[config.mk]
export PLATFORM = sky130hd
export DESIGN_NAME = pipe_stage_reg
export DESIGN_NICKNAME = d
export VERILOG_FILES = /design/src/rtl/pipe_stage_reg.sv
export SDC_FILE = /design/constraint.sdc
export NUM_CORES = 1
export LEC_CHECK = 0
export ABC_AREA = 1
export BUFFER_PORTS_ARGS = -buffer_cell sky130_fd_sc_hd__buf_2
export CAP_MARGIN = 40
export CORE_ASPECT_RATIO = 0.9
export CORE_MARGIN = 2
export CORE_UTILIZATION = 49
export DETAILED_ROUTE_END_ITERATION = 12
export PLACE_DENSITY = 0.76
export SLEW_MARGIN = 20
export SYNTH_ARGS = -nofsm -noshare
export SYNTH_HDL_FRONTEND = slang
export SYNTH_SLANG_ARGS = --single-unit
[constraint.sdc]
create_clock -name clk -period 1.38 [get_ports clk]
set_clock_uncertainty 0.1 [all_clocks]
set_input_delay 0.138 -clock clk [delete_from_list [all_inputs] [get_ports clk]]
set_output_delay 0.138 -clock clk [all_outputs]
set_load 0.05 [all_outputs]
[src/rtl/pipe_stage_reg.sv]
// pipe_stage_reg: generic inter-stage pipeline register with a valid/ready
// handshake and a two-entry (head + skid) buffer, so the stage runs at full
// throughput under back-pressure while in_ready stays a pure register decode.
//
// Ports:
//   clk, rst         clock, asynchronous active-low reset
//   flush            synchronous kill of all held entries
//   in_valid/ready   upstream handshake; in_data/in_ctrl/in_rd payload
//   out_valid/ready  downstream handshake; out_data/out_ctrl/out_rd head payload
//   occupancy        number of entries held (0..2)
//
// The control field and rd are zero whenever the slot is invalid, so a
// bubble or flushed slot can never write architectural state. Data is
// never cleared (except by reset) to avoid needless toggling.
module pipe_stage_reg #(
  parameter int DATA_W = 64,
  parameter int CTRL_W = 8,
  parameter int RD_W   = 5
) (
  input  logic              clk,
  input  logic              rst,
  input  logic              flush,
  input  logic              in_valid,
  output logic              in_ready,
  input  logic [DATA_W-1:0] in_data,
  input  logic [CTRL_W-1:0] in_ctrl,
  input  logic [RD_W-1:0]   in_rd,
  output logic              out_valid,
  input  logic              out_ready,
  output logic [DATA_W-1:0] out_data,
  output logic [CTRL_W-1:0] out_ctrl,
  output logic [RD_W-1:0]   out_rd,
  output logic [1:0]        occupancy
);

  typedef enum logic [1:0] {
    EMPTY = 2'd0,
    ONE   = 2'd1,
    TWO   = 2'd2
  } state_t;

  typedef struct packed {
    logic [DATA_W-1:0] data;
    logic [CTRL_W-1:0] ctrl;
    logic [RD_W-1:0]   rd;
  } slot_t;

  state_t state, state_nxt;
  slot_t  head, skid, in_slot;

  logic acc, del;
  logic ld_head_in, ld_head_skid, ld_skid;

  assign in_slot   = '{data: in_data, ctrl: in_ctrl, rd: in_rd};

  // Ready depends only on state: no combinational path from out_ready.
  assign in_ready  = (state != TWO);
  assign out_valid = (state != EMPTY);
  assign occupancy = state;

  assign acc = in_valid & in_ready & ~flush;
  assign del = out_valid & out_ready;

  assign out_data = head.data;
  assign out_ctrl = out_valid ? head.ctrl : '0;
  assign out_rd   = out_valid ? head.rd   : '0;

  always_comb begin
    state_nxt    = state;
    ld_head_in   = 1'b0;
    ld_head_skid = 1'b0;
    ld_skid      = 1'b0;
    unique case (state)
      EMPTY: if (acc) begin
        state_nxt  = ONE;
        ld_head_in = 1'b1;
      end
      ONE: begin
        if (acc && del) begin
          ld_head_in = 1'b1;
        end else if (acc) begin
          state_nxt = TWO;
          ld_skid   = 1'b1;
        end else if (del) begin
          state_nxt = EMPTY;
        end
      end
      TWO: if (del) begin
        state_nxt    = ONE;
        ld_head_skid = 1'b1;
      end
      default: state_nxt = EMPTY;
    endcase
    // Flush overrides everything; a same-cycle delivery already happened.
    if (flush) begin
      state_nxt    = EMPTY;
      ld_head_skid = 1'b0;
    end
  end

  always_ff @(posedge clk or negedge rst) begin
    if (!rst) begin
      state <= EMPTY;
      head  <= '0;
      skid  <= '0;
    end else begin
      state <= state_nxt;
      if (ld_head_in)        head <= in_slot;
      else if (ld_head_skid) head <= skid;
      if (ld_skid)           skid <= in_slot;
      if (flush) begin
        // Data registers keep their value; only the state-changing fields die.
        head.ctrl <= '0;
        head.rd   <= '0;
        skid.ctrl <= '0;
        skid.rd   <= '0;
      end
    end
  end

endmodule

* Word level (Yosys, flattened, before mapping) *
Index checks and enable logic that the tools add are counted.

word-level totals
  word-level logic and storage cells = 47
  bits of input ports = 82
  bits in registers = 156

operators by class
  equal/unequal tests = 7
  bitwise logic cells = 4
  reductions and logical operators = 7
  mux-type cells = 22

operator list
  kind                count
  $mux 77             2
  $mux 13             3
  $mux 2              6
  $ne 3x3->1 const B  3
  $mux 8              1
  $mux 1              7
  $pmux 2 s3          1
  $reduce_bool 2->1   3
  $mux 5              1
  $ne 4x4->1 const B  1
  $reduce_and 4->1    1
  $and 1x1->1         3
  $reduce_bool 3->1   1
  $eq 2x1->1 const B  1
  $eq 2x2->1 const B  1
  $logic_not 2->1     1
  $ne 2x2->1 const B  1
  $pmux 1 s2          1
  $logic_and 1x1->1   1
  $not 1->1           1

* Longest topological paths before layout *
Gate-level depths: netlist of run 1.

  word-level depth = 8
  depth in mapped cells = 9

* Worst setup path after synthesis of run 1 *
No wires, ideal clock.

  path kind = flip-flop to output port
  start point = register state[0] (netlist: occupancy[0])
  end point = output port out_ctrl[2]
  arrival time = 1.788 ns
  slack = -0.646 ns
  stages on the path, launching flop included = 4
  required time = 1.142 ns
  cell sequence = dfrtp_1 -> nor2_1 -> clkbuf_1 -> nor2_1

between the ends
  longest elaborated chain between the ends = 2

ends and longest elaborated chain
  what                      line  source
  start: declaration        48    state_t state, state_nxt;
  start signal: assignment  107   state <= state_nxt;
  $reduce_bool 2->1         58    assign out_valid = (state != EMPTY);
  $mux 8                    65    assign out_ctrl = out_valid ? head.ctrl : '0;
  end: declaration          31    output logic [CTRL_W-1:0] out_ctrl,

Every way passes these cells.

* Worst setup path after layout of run 1 *
Same ends and word-level chain as after synthesis.

==> metrics.md, run 1 <==
| Metric | Value |
|---|---|
| Outcome | `complete, but fails checks` |
| Failing checks | `setup timing` |
| Initial antenna violation count | `1` |
| Clock slew at reported path FFs | `around 70 ps` |
| Switching pwr | `7.07 mW` |
| Post-synthesis sequential area ratio | `a little over half` |
| CTS root buf | `clkbuf_16` |
| Fraction of power spent switching nets | `38.8%` |
| Hold WS | `62.3 ps` |
| Core ar. | `0.0146 sq mm` |
| Final setup margin | `-538 ps` |
| Largest net degree at the start of global routing | `37` |
| Worst Hold Class | `input pin to asynchronous set/reset pin` |
| Max Cap Viol | `0` |
| Commonest non-fill, non-tap cell in the layout | `nand2_1` |
| Clk_lat worst skew | `440 ps` |
| Crit Path Class | `flop to output port` |
| Die Area | `~0.016 sq mm` |
| DR vias | `7726` |
| Slew headroom | `75.5%` |
| WL/cell | `23.1 um` |
| Total gr overflow | `0` |
| # fillers | `about 600` |
| Count of pins over their slew limit | `0` |
| Critical Path AT | `1680 ps` |
| Number of global-route vias before repair | `6645` |
| Internal power | `11.1 mW` |
| Mapped Nets | `967` |
| Mean Syn Cell Area | `8.16 sq um` |
| Yosys warnings | `0` |
| Vias per inst | `5.72` |
| Starting density of the core | `49.6%` |
| Non-Filler Instances | `1350` |
| Flops & latches, synth | `156` |
| CTS Buf Count | `17` |
| CTS Sinks | `156` |
| Crit end category | `output port` |
| CTS H-tree depth | `4` |
| Post-Syn Area | `0.00722 sq mm` |
| Starting DRC count in detailed routing | `roughly 900` |
| Total GRT Usage | `27.0%` |
| Post-Place Worst Slack | `-206 ps` |
| Antenna viol nets, final | `0` |
| Worst-Margin Slew | `367 ps` |
| Clock power frac | `27.1%` |
| Final Hold Fails | `0` |
| PwrDens | `1430 mW/mm^2` |
| RSZ-0062 raised after global routing | `true` |
| Initial DRT Pass Iterations | `7` |
| Worst Path Required | `approximately 1100 ps` |
| Final WL | `31.2 mm` |
| Residual DRC count | `0` |
| Global-route wire length before repair | `33.4 mm` |
| Flop pwr share | `a little under two fifths` |
| IO buf count | `roughly 160` |
| Post-synthesis cell type count | `18` |
| Max Fclk | `521 MHz` |
| Startpoint Class | `flop` |
| Die height | `119 um` |
| CP Max Fanout | `6` |
| CTS tree | `built` |
| # placed instances | `1173` |
| VDD IR-drop max | `0.00106 V` |
| Num ports | `163` |
| Area Overhead vs Synth | `75.9%` |
| Final Setup Violations | `179` |
| Commonest non-fill, non-tap cells in the layout | `nand2_1, dfrtp_1, buf_2` |
| Final period util | `139%` |
| CTS Buffer Depth | `2` |
| Dpl hpwl | `11.0 mm` |
| Chip Width | `between 100 and 150 um` |
| Mapped Cells | `about 900` |
| Share of cells above drive strength 1 | `between 50% and 60%` |
| Post-layout min period | `~1900 ps` |
| RePlAce Congestion | `0.849` |
| Static leakage | `6.50 nW` |
| Nets | `1220` |
| Row Count | `42` |
| Combinational power share | `between 30% and 40%` |
cell families after synthesis:
| logic type | Yosys count | synth area share [%] |
|---|---|---|
| DFF | 156 | 54.0 |
| and+or+nand+nor | 431 | 24.5 |
| AOI/OAI and AO/OA | 91 | 6.30 |
| buffers and inverters | 207 | 15.1 |
flip-flops by register name, summed over array words and instances (netlist names):
register and flops:
head 13, occupancy 2, out_data 64, skid 77
synth_stat cells:
master,count,share of area (%)
inv_2,2,0.10
buf_4,65,6.8
inv_1,94,4.9
nand3b_1,1,0.10
buf_2,22,1.5
nor2_2,1,0.087
nand3_1,94,6.5
dfrtp_1,156,54
nor2_1,15,0.78
buf_1,2,0.10
o21ai_0,75,5.2
clkbuf_1,15,0.78
o21ai_1,16,1.1
nand2_1,314,16
buf_6,6,0.94
nor2_4,3,0.47
clkinv_1,1,0.052
nand2_2,3,0.26
final timing paths:
check | start | to | slack (ps) | depth (start not counted)
min | rst | skid[64] | 60 | 2
max | occupancy[0] | out_ctrl[2] | -540 | 5
max in group asynchronous | rst | out_data[56] | 590 | 3
min reg2reg | skid[16] | skid[16] | 400 | 2
max reg2reg | occupancy[0] | head[9] | -520 | 10
min in group clk | in_valid | occupancy[0] | 120 | 4
critical path, cell delays in order, from the launching register on:
cell and delay, ps:
dfrtp_4 500, buf_6 130, nor2_4 220, buf_16 180
nor2_4 50, buf_8 150
cell type report:
cell class | count | area (sq um) | share of cell area, %
inverter | 97 | 374 | 2.94
timing repair buffer | 343 | 3670 | 28.9
tap | 198 | 248 | 1.95
sequential | 156 | 3910 | 30.8
clock buffer | 21 | 460 | 3.62
antenna | 1 | 2.50 | 0.0197
clock inverter | 11 | 143 | 1.12
multi-input combinational | 523 | 3900 | 30.7
power groups by stage:
| stage | Sequential (mW) | Combinational, mW | Clock, mW |
|---|---|---|---|
| after CTS | 6.29 | 4.55 | 4.83 |
| final | 6.92 | 6.36 | 4.93 |
| after detailed placement | 6.36 | 3.98 | 0 |
| after global placement | 6.32 | 3.90 | 0 |
| after global routing | 6.98 | 6.63 | 5.12 |
| after floorplan | 6.24 | 3.48 | 0 |
per-layer routing:
layer	wire, um	part of all wire [%]	GRT usage, %
met4	1980	6.3	11.2
met1	11000	35	34.3
met3	2840	9.1	5.87
met2	15400	49	45.1
met5	0	0	0
per-stage QoR:
step / cell area (sq um) / utilization [%] / TNS, ps / power, mW
floorplan: 7360 / - / -32250 / 9.73
global placement: 8170 / 56.1 / -20390 / 10.2
detailed placement: 8170 / 56.1 / -25740 / 10.3
CTS: 10400 / 71.2 / -68460 / 15.7
global route: 12700 / 87.3 / -71910 / 18.7
finish: 12700 / 87.3 / -66910 / 18.2
what timing repair did:
action                                 4_1_cts  5_1_grt
cloned                                      14       32
resized for setup                           90      526
setup endpoints to repair                  172      173
endpoints found under the hold margin      311        0
buffers inserted                            16       14
hold buffers                                79        0
pin swaps                                    4       25
No activity file was read; power rests on OpenSTA's default activity.
==> inputs of run 2 (changes only) <==
Settings changed: CELL_PAD_IN_SITES_DETAIL_PLACEMENT set to 0, CELL_PAD_IN_SITES_GLOBAL_PLACEMENT set to 1, CORE_UTILIZATION 49 to 36, PLACE_DENSITY 0.76 to not set, PLACE_DENSITY_LB_ADDON set to 0.1.
==> run 2 against run 1 <==
- the run ends with hold timing, setup timing left
- register-to-register slack better by 120 ps
- sequential share of layout area up 7.2 points
- global-route usage down 7.9 points
- sequential power down 9.2%
- critical path type unchanged
- highest routed layer unchanged
==> metrics.md, run 2 (synthesis gave the netlist of run 1 again) <==
| Metric | Value |
|---|---|
| Startpoint Class | `flop` |
| Total GRT Usage | `19.1% (-7.9 points)` |
| Total gr overflow | `0 (unchanged)` |
| CTS Buf Count | `17 (unchanged)` |
| CTS H-tree depth | `4 (unchanged)` |
| CP Max Fanout | `7 (+1)` |
| Residual DRC count | `0 (unchanged)` |
| Met3 WL | `957 um (-66%)` |
| RePlAce Congestion | `0.689 (-19%)` |
| Commonest non-fill, non-tap cell in the layout | `nand2_1` |
| CTS Buffer Depth | `2 (unchanged)` |
| Worst path slowest cell | `dfrtp_4` |
| Starting DRC count in detailed routing | `319 (-65%)` |
| Max Fclk | `545 MHz (+4.5%)` |
| Failing checks | `hold timing, setup timing` |
| Count of pins over their slew limit | `0 (unchanged)` |
| Starting density of the core | `36.5% (-13 points)` |
| Worst Setup EP | `out_rd[4]` |
| Slew headroom | `80.7% (+5.2 points)` |
| CTS root buf | `clkbuf_16` |
| Worst Hold Class | `input pin to flop` |
| Chip Width | `153 um (+16%)` |
| CTS tree | `built` |
| Dpl cell area | `0.00826 sq mm (+1.0%)` |
| Crit Path Class | `flop to output port` |
| Max FFs per register | `77 (unchanged)` |
| Crit end category | `output port` |
| Nets | `1181 (-3.2%)` |
| Post-Place Worst Slack | `-303 ps (-97.6 ps)` |
| Antenna viol nets, final | `0 (unchanged)` |
| Global-route wire length before repair | `32.1 mm (-3.8%)` |
| Worst R2R Setup Slack | `-400 ps (+120 ps)` |
| Final WL | `19.6 mm (-37%)` |
| Final Hold Fails | `1 (+1)` |
| Vias per inst | `4.45 (-22%)` |
| CTS Sinks | `156 (unchanged)` |
| Commonest non-fill, non-tap cells in the layout | `nand2_1, dfrtp_1, buf_2` |
| PwrDens | `1490 mW/mm^2 (+4.2%)` |
| Worst R2R Start | `occupancy[1]` |
| Hold_buf cts | `78 (-1.3%)` |
| Row Count | `49 (+17%)` |
| Slowest stage delay, CP | `490 ps (about the same)` |
| RSZ-0062 raised after global routing | `true` |
| Top Metal Used | `met4` |
| Initial DRT Pass Iterations | `4 (-3)` |
| Post-layout min period | `1830 ps (-82.7 ps)` |
| VDD IR-drop max | `0.000845 V (-20%)` |
| Area Overhead vs Synth | `42.7%` |
| Setup TNS Final | `-58080 ps (+8820 ps)` |
| Final core occ | `52.1% (-35 points)` |
| Max Cap Viol | `0 (unchanged)` |
| Number of global-route vias before repair | `6006 (-9.6%)` |
| Die height | `138 um (+16%)` |
| Hold WS | `-16.4 ps (-78.7 ps)` |
| Met1 wire length | `9.54 mm (-13%)` |
| Worst-Margin Slew | `289 ps (-78.4 ps)` |
| Final Setup Violations | `172 (-3.9%)` |
| Die Area | `0.0212 sq mm (+35%)` |
| Num ports | `163 (unchanged)` |
| Top reg by flops | `skid` |
| IO buf count | `162 (unchanged)` |
| Core ar. | `0.0198 sq mm (+36%)` |
| Clock slew at reported path FFs | `60 ps (about the same)` |
| DR vias | `6084 (-21%)` |
| Clk_lat worst skew | `420 ps (-20 ps)` |
| Diode count | `0 (-1)` |
| Critical Path AT | `1600 ps (-80 ps)` |
| Worst setup path startpoint | `occupancy[0]` |
| Worst path cell trace | `buf_6, nor2_4, clkbuf_16, nor2_4, buf_6` |
| Worst Reg-to-Reg Cells | `11 (+1)` |
| WL/cell | `14.3 um (-38%)` |
| Met2 wire len | `8.85 mm (-42%)` |
| Share of cells above drive strength 1 | `26.2% (-27 points)` |
| Final period util | `133% (-6.0 points)` |
| Final setup margin | `-455 ps (+82.7 ps)` |
| Reg2reg end | `head[5]` |
| Largest net degree at the start of global routing | `41 (+11%)` |
| Post-route cell area | `0.0103 sq mm (-19%)` |
| Worst Path Required | `1140 ps (about the same)` |
| Static leakage | `5.38 nW (-17%)` |
| Outcome | `complete, but fails checks` |
| Initial antenna violation count | `0 (-1)` |
| Dpl hpwl | `12.0 mm (+9.6%)` |
run 2: changes by cell type in the layout (fill, tap and decap cells not counted), sizes merged, moves of 2 or more:
| cell | delta |
|---|---|
| clkbuf | -51 |
| buf | +10 |
| bufbuf | +3 |
| inv | +2 |
run 2: critical path, delay by kind of cell (launching register included):
kind                   cells  cell delay (ps)
DFF                        1              490
buffers and inverters      3              490
and+or+nand+nor            2              190
run 2: worst min-delay path by stage:
stage	from	end	slack, ps	cells after the start
2_1_floorplan	rst	head[0]	-260	0
3_3_place_gp	rst	out_data[28]	-70	1
3_5_place_dp	rst	out_data[28]	-70	1
4_1_cts	flush	occupancy[0]	-30	4
5_1_grt	flush	occupancy[0]	-20	4
6_report	flush	occupancy[0]	-20	4
run 2: timing repair:
item                                    4_1_cts  5_1_grt
setup buffers                                10       10
hold endpoints to repair                    312        1
endpoints found under the setup margin      172      173
gates resized for setup                      66       36
gates cloned                                  8        0
pin swaps                                     5        4
run 2: power breakdown:
part	internal (mW)	total [mW]	switching, mW
registers	5.69	6.28	0.587
logic	1.48	4.43	2.96
clock network	2.73	4.68	1.95
total	9.90	15.4	5.49
run 2: per-layer routing:
metal	global-route usage (%)	vias to the layer above
met5	0	-
met4	5.51	0
met3	3.98	15
met2	29.1	137
met1	27.5	2820
li1	-	3112
run 2: stage by stage:
| stage | power (mW) | cells |
|---|---|---|
| floorplan | 9.73 | 885 |
| global placement | 10.3 | 1230 |
| detailed placement | 10.4 | 1230 |
| CTS | 15.5 | 1357 |
| global route | 16.3 | 1367 |
| finish | 15.4 | 1367 |
run 2: cell type report:
class / instances / area [sq um]
multi-input combinational: 522 / 2390
clock buffer: 20 / 447
tap: 255 / 319
clock inverter: 12 / 139
fill: 1959 / 9500
timing repair buffer: 305 / 2730
inverter: 97 / 379
sequential: 156 / 3910
==> inputs of run 3 (changes only) <==
Settings changed: CORE_UTILIZATION 36 to 35.
==> run 3 against run 2 <==
- the run ends with setup timing left
- critical path depth unchanged
- global-route usage decreased by 0.14 points
- via count increased by 0.44%
- clock-buffer cell count unchanged
- largest cell class unchanged
- highest routed layer unchanged
==> metrics.md, run 3 (synthesis gave the netlist of run 1 again) <==
| Metric | Value |
|---|---|
| Final period util | `132% (-0.84 points)` |
| WL/cell | `14.3 um (+0.16%)` |
| Commonest non-fill, non-tap cells in the layout | `nand2_1, dfrtp_1, buf_2` |
| Non-Filler Instances | `1369 (+0.15%)` |
| Worst-Margin Slew | `402 ps (+112 ps)` |
| Startpoint Class | `flop` |
| Global-route wire length before repair | `32.4 mm (+0.79%)` |
| Chip Width | `155 um (+1.4%)` |
| # placed instances | `1235 (+0.41%)` |
| Total GRT Usage | `18.9% (-0.14 points)` |
| Die height | `140 um (+1.4%)` |
| Die Area | `0.0218 sq mm (+2.8%)` |
| Row Count | `49 (unchanged)` |
| Worst Path Required | `1140 ps (about the same)` |
| Starting density of the core | `35.9% (-0.56 points)` |
| VDD IR-drop max | `0.000868 V (+2.8%)` |
| Hold WS | `82.4 ps (+98.8 ps)` |
| Final Hold Fails | `0 (-1)` |
| Critical Path AT | `1590 ps (about the same)` |
| Post-route cell area | `0.0103 sq mm (-0.36%)` |
| Core ar. | `0.0201 sq mm (+1.5%)` |
| DR vias | `6111 (+0.44%)` |
| CTS tree | `built` |
| Max Cap Viol | `0 (unchanged)` |
| Number of global-route vias before repair | `6091 (+1.4%)` |
| Outcome | `complete, but fails checks` |
| Largest net degree at the start of global routing | `61 (+49%)` |
| CTS root buf | `clkbuf_16` |
| Clk_lat worst skew | `420 ps (about the same)` |
| Worst Hold Class | `input pin to flop` |
| Share of cells above drive strength 1 | `26.6% (+0.40 points)` |
| Overall Power | `15.5 mW (+0.75%)` |
| IO buf count | `162 (unchanged)` |
| Failing checks | `setup timing` |
| Slew headroom | `73.2% (-7.5 points)` |
| Final setup margin | `-443 ps (+11.6 ps)` |
| Initial DRT Pass Iterations | `5 (+1)` |
| CTS Buffer Depth | `2 (unchanged)` |
| Residual DRC count | `0 (unchanged)` |
| Setup TNS Final | `-57440 ps (+645 ps)` |
| Final WL | `19.6 mm (+0.31%)` |
| Count of pins over their slew limit | `0 (unchanged)` |
| RePlAce Congestion | `0.741 (+7.5%)` |
| Nets | `1184 (+0.25%)` |
| RSZ-0062 raised after global routing | `true` |
| Dpl cell area | `0.00824 sq mm (-0.15%)` |
| Clock slew at reported path FFs | `60 ps (about the same)` |
| PwrDens | `1510 mW/mm^2 (+1.1%)` |
| CTS Sinks | `156 (unchanged)` |
| Static leakage | `5.40 nW (+0.38%)` |
| Post-Place Worst Slack | `-270 ps (+33.3 ps)` |
| Total gr overflow | `0 (unchanged)` |
| Initial antenna violation count | `0 (unchanged)` |
| Max FFs per register | `77 (unchanged)` |
| Vias per inst | `4.46 (+0.30%)` |
| Final Setup Violations | `173 (+0.58%)` |
| Diode count | `0 (unchanged)` |
| Crit Path Class | `flop to output port` |
| CTS H-tree depth | `4 (unchanged)` |
| CTS Buf Count | `17 (unchanged)` |
| Starting DRC count in detailed routing | `342 (+7.2%)` |
| Max Fclk | `548 MHz (+0.63%)` |
| Crit end category | `output port` |
| Final core occ | `51.1% (-0.98 points)` |
| Area Overhead vs Synth | `42.2%` |
| Commonest non-fill, non-tap cell in the layout | `nand2_1` |
| Antenna viol nets, final | `0 (unchanged)` |
| Top reg by flops | `skid` |
| Num ports | `163 (unchanged)` |
| Dpl hpwl | `12.1 mm (+0.42%)` |
| CP Max Fanout | `7 (unchanged)` |
| Post-layout min period | `1820 ps (-11.6 ps)` |
==> run 3: power by group <==
part	internal [mW]	switching, mW
Combinational	1.47	2.96
Clock	2.89	1.93
Sequential	5.69	0.570
==> run 3: critical path, stage by stage, from the launching register on <==
cell	delay [ps]
dfrtp_4	480
buf_6	120
nor2_4	200
buf_12	180
nor2_2	40
buf_6	150
==> run 3: path summary, 6_finish.rpt <==
check	startpoint	endpoint	slack, ps	depth (start not counted)
worst min-delay path	in_valid	occupancy[0]	80	5
max in group asynchronous	rst	out_data[61]	560	3
worst min register to register	out_data[25]	out_data[25]	370	2
min in group asynchronous	rst	out_data[25]	100	2
worst max-delay path	occupancy[0]	out_ctrl[0]	-440	5
worst max register to register	occupancy[1]	out_data[63]	-390	10
==> run 3: cell type report <==
type / count / area, sq um
Fill cell: 1971 / 9840
Clock inverter: 11 / 144
Sequential cell: 156 / 3910
Multi-Input combinational cell: 522 / 2400
Tap cell: 255 / 319
Clock buffer: 20 / 447
Timing Repair Buffer: 308 / 2690
Inverter: 97 / 367
==> run 3: per-layer routing <==
metal | global-route usage (%) | up-vias | share of wire (%)
met4 | 4.93 | 0 | 1.1
li1 | - | 3108 | -
met1 | 27.0 | 2851 | 49
met2 | 29.1 | 140 | 45
met5 | 0 | - | 0
met3 | 4.49 | 12 | 4.6
==> run 3: what timing repair did <==
action                                  4_1_cts  5_1_grt
gates resized for setup                      63       34
endpoints found under the hold margin       311        0
hold buffers                                 78        0
buffers inserted                             11        5
endpoints found under the setup margin      171      173
gates cloned                                  9        0
pin swaps                                     4        3
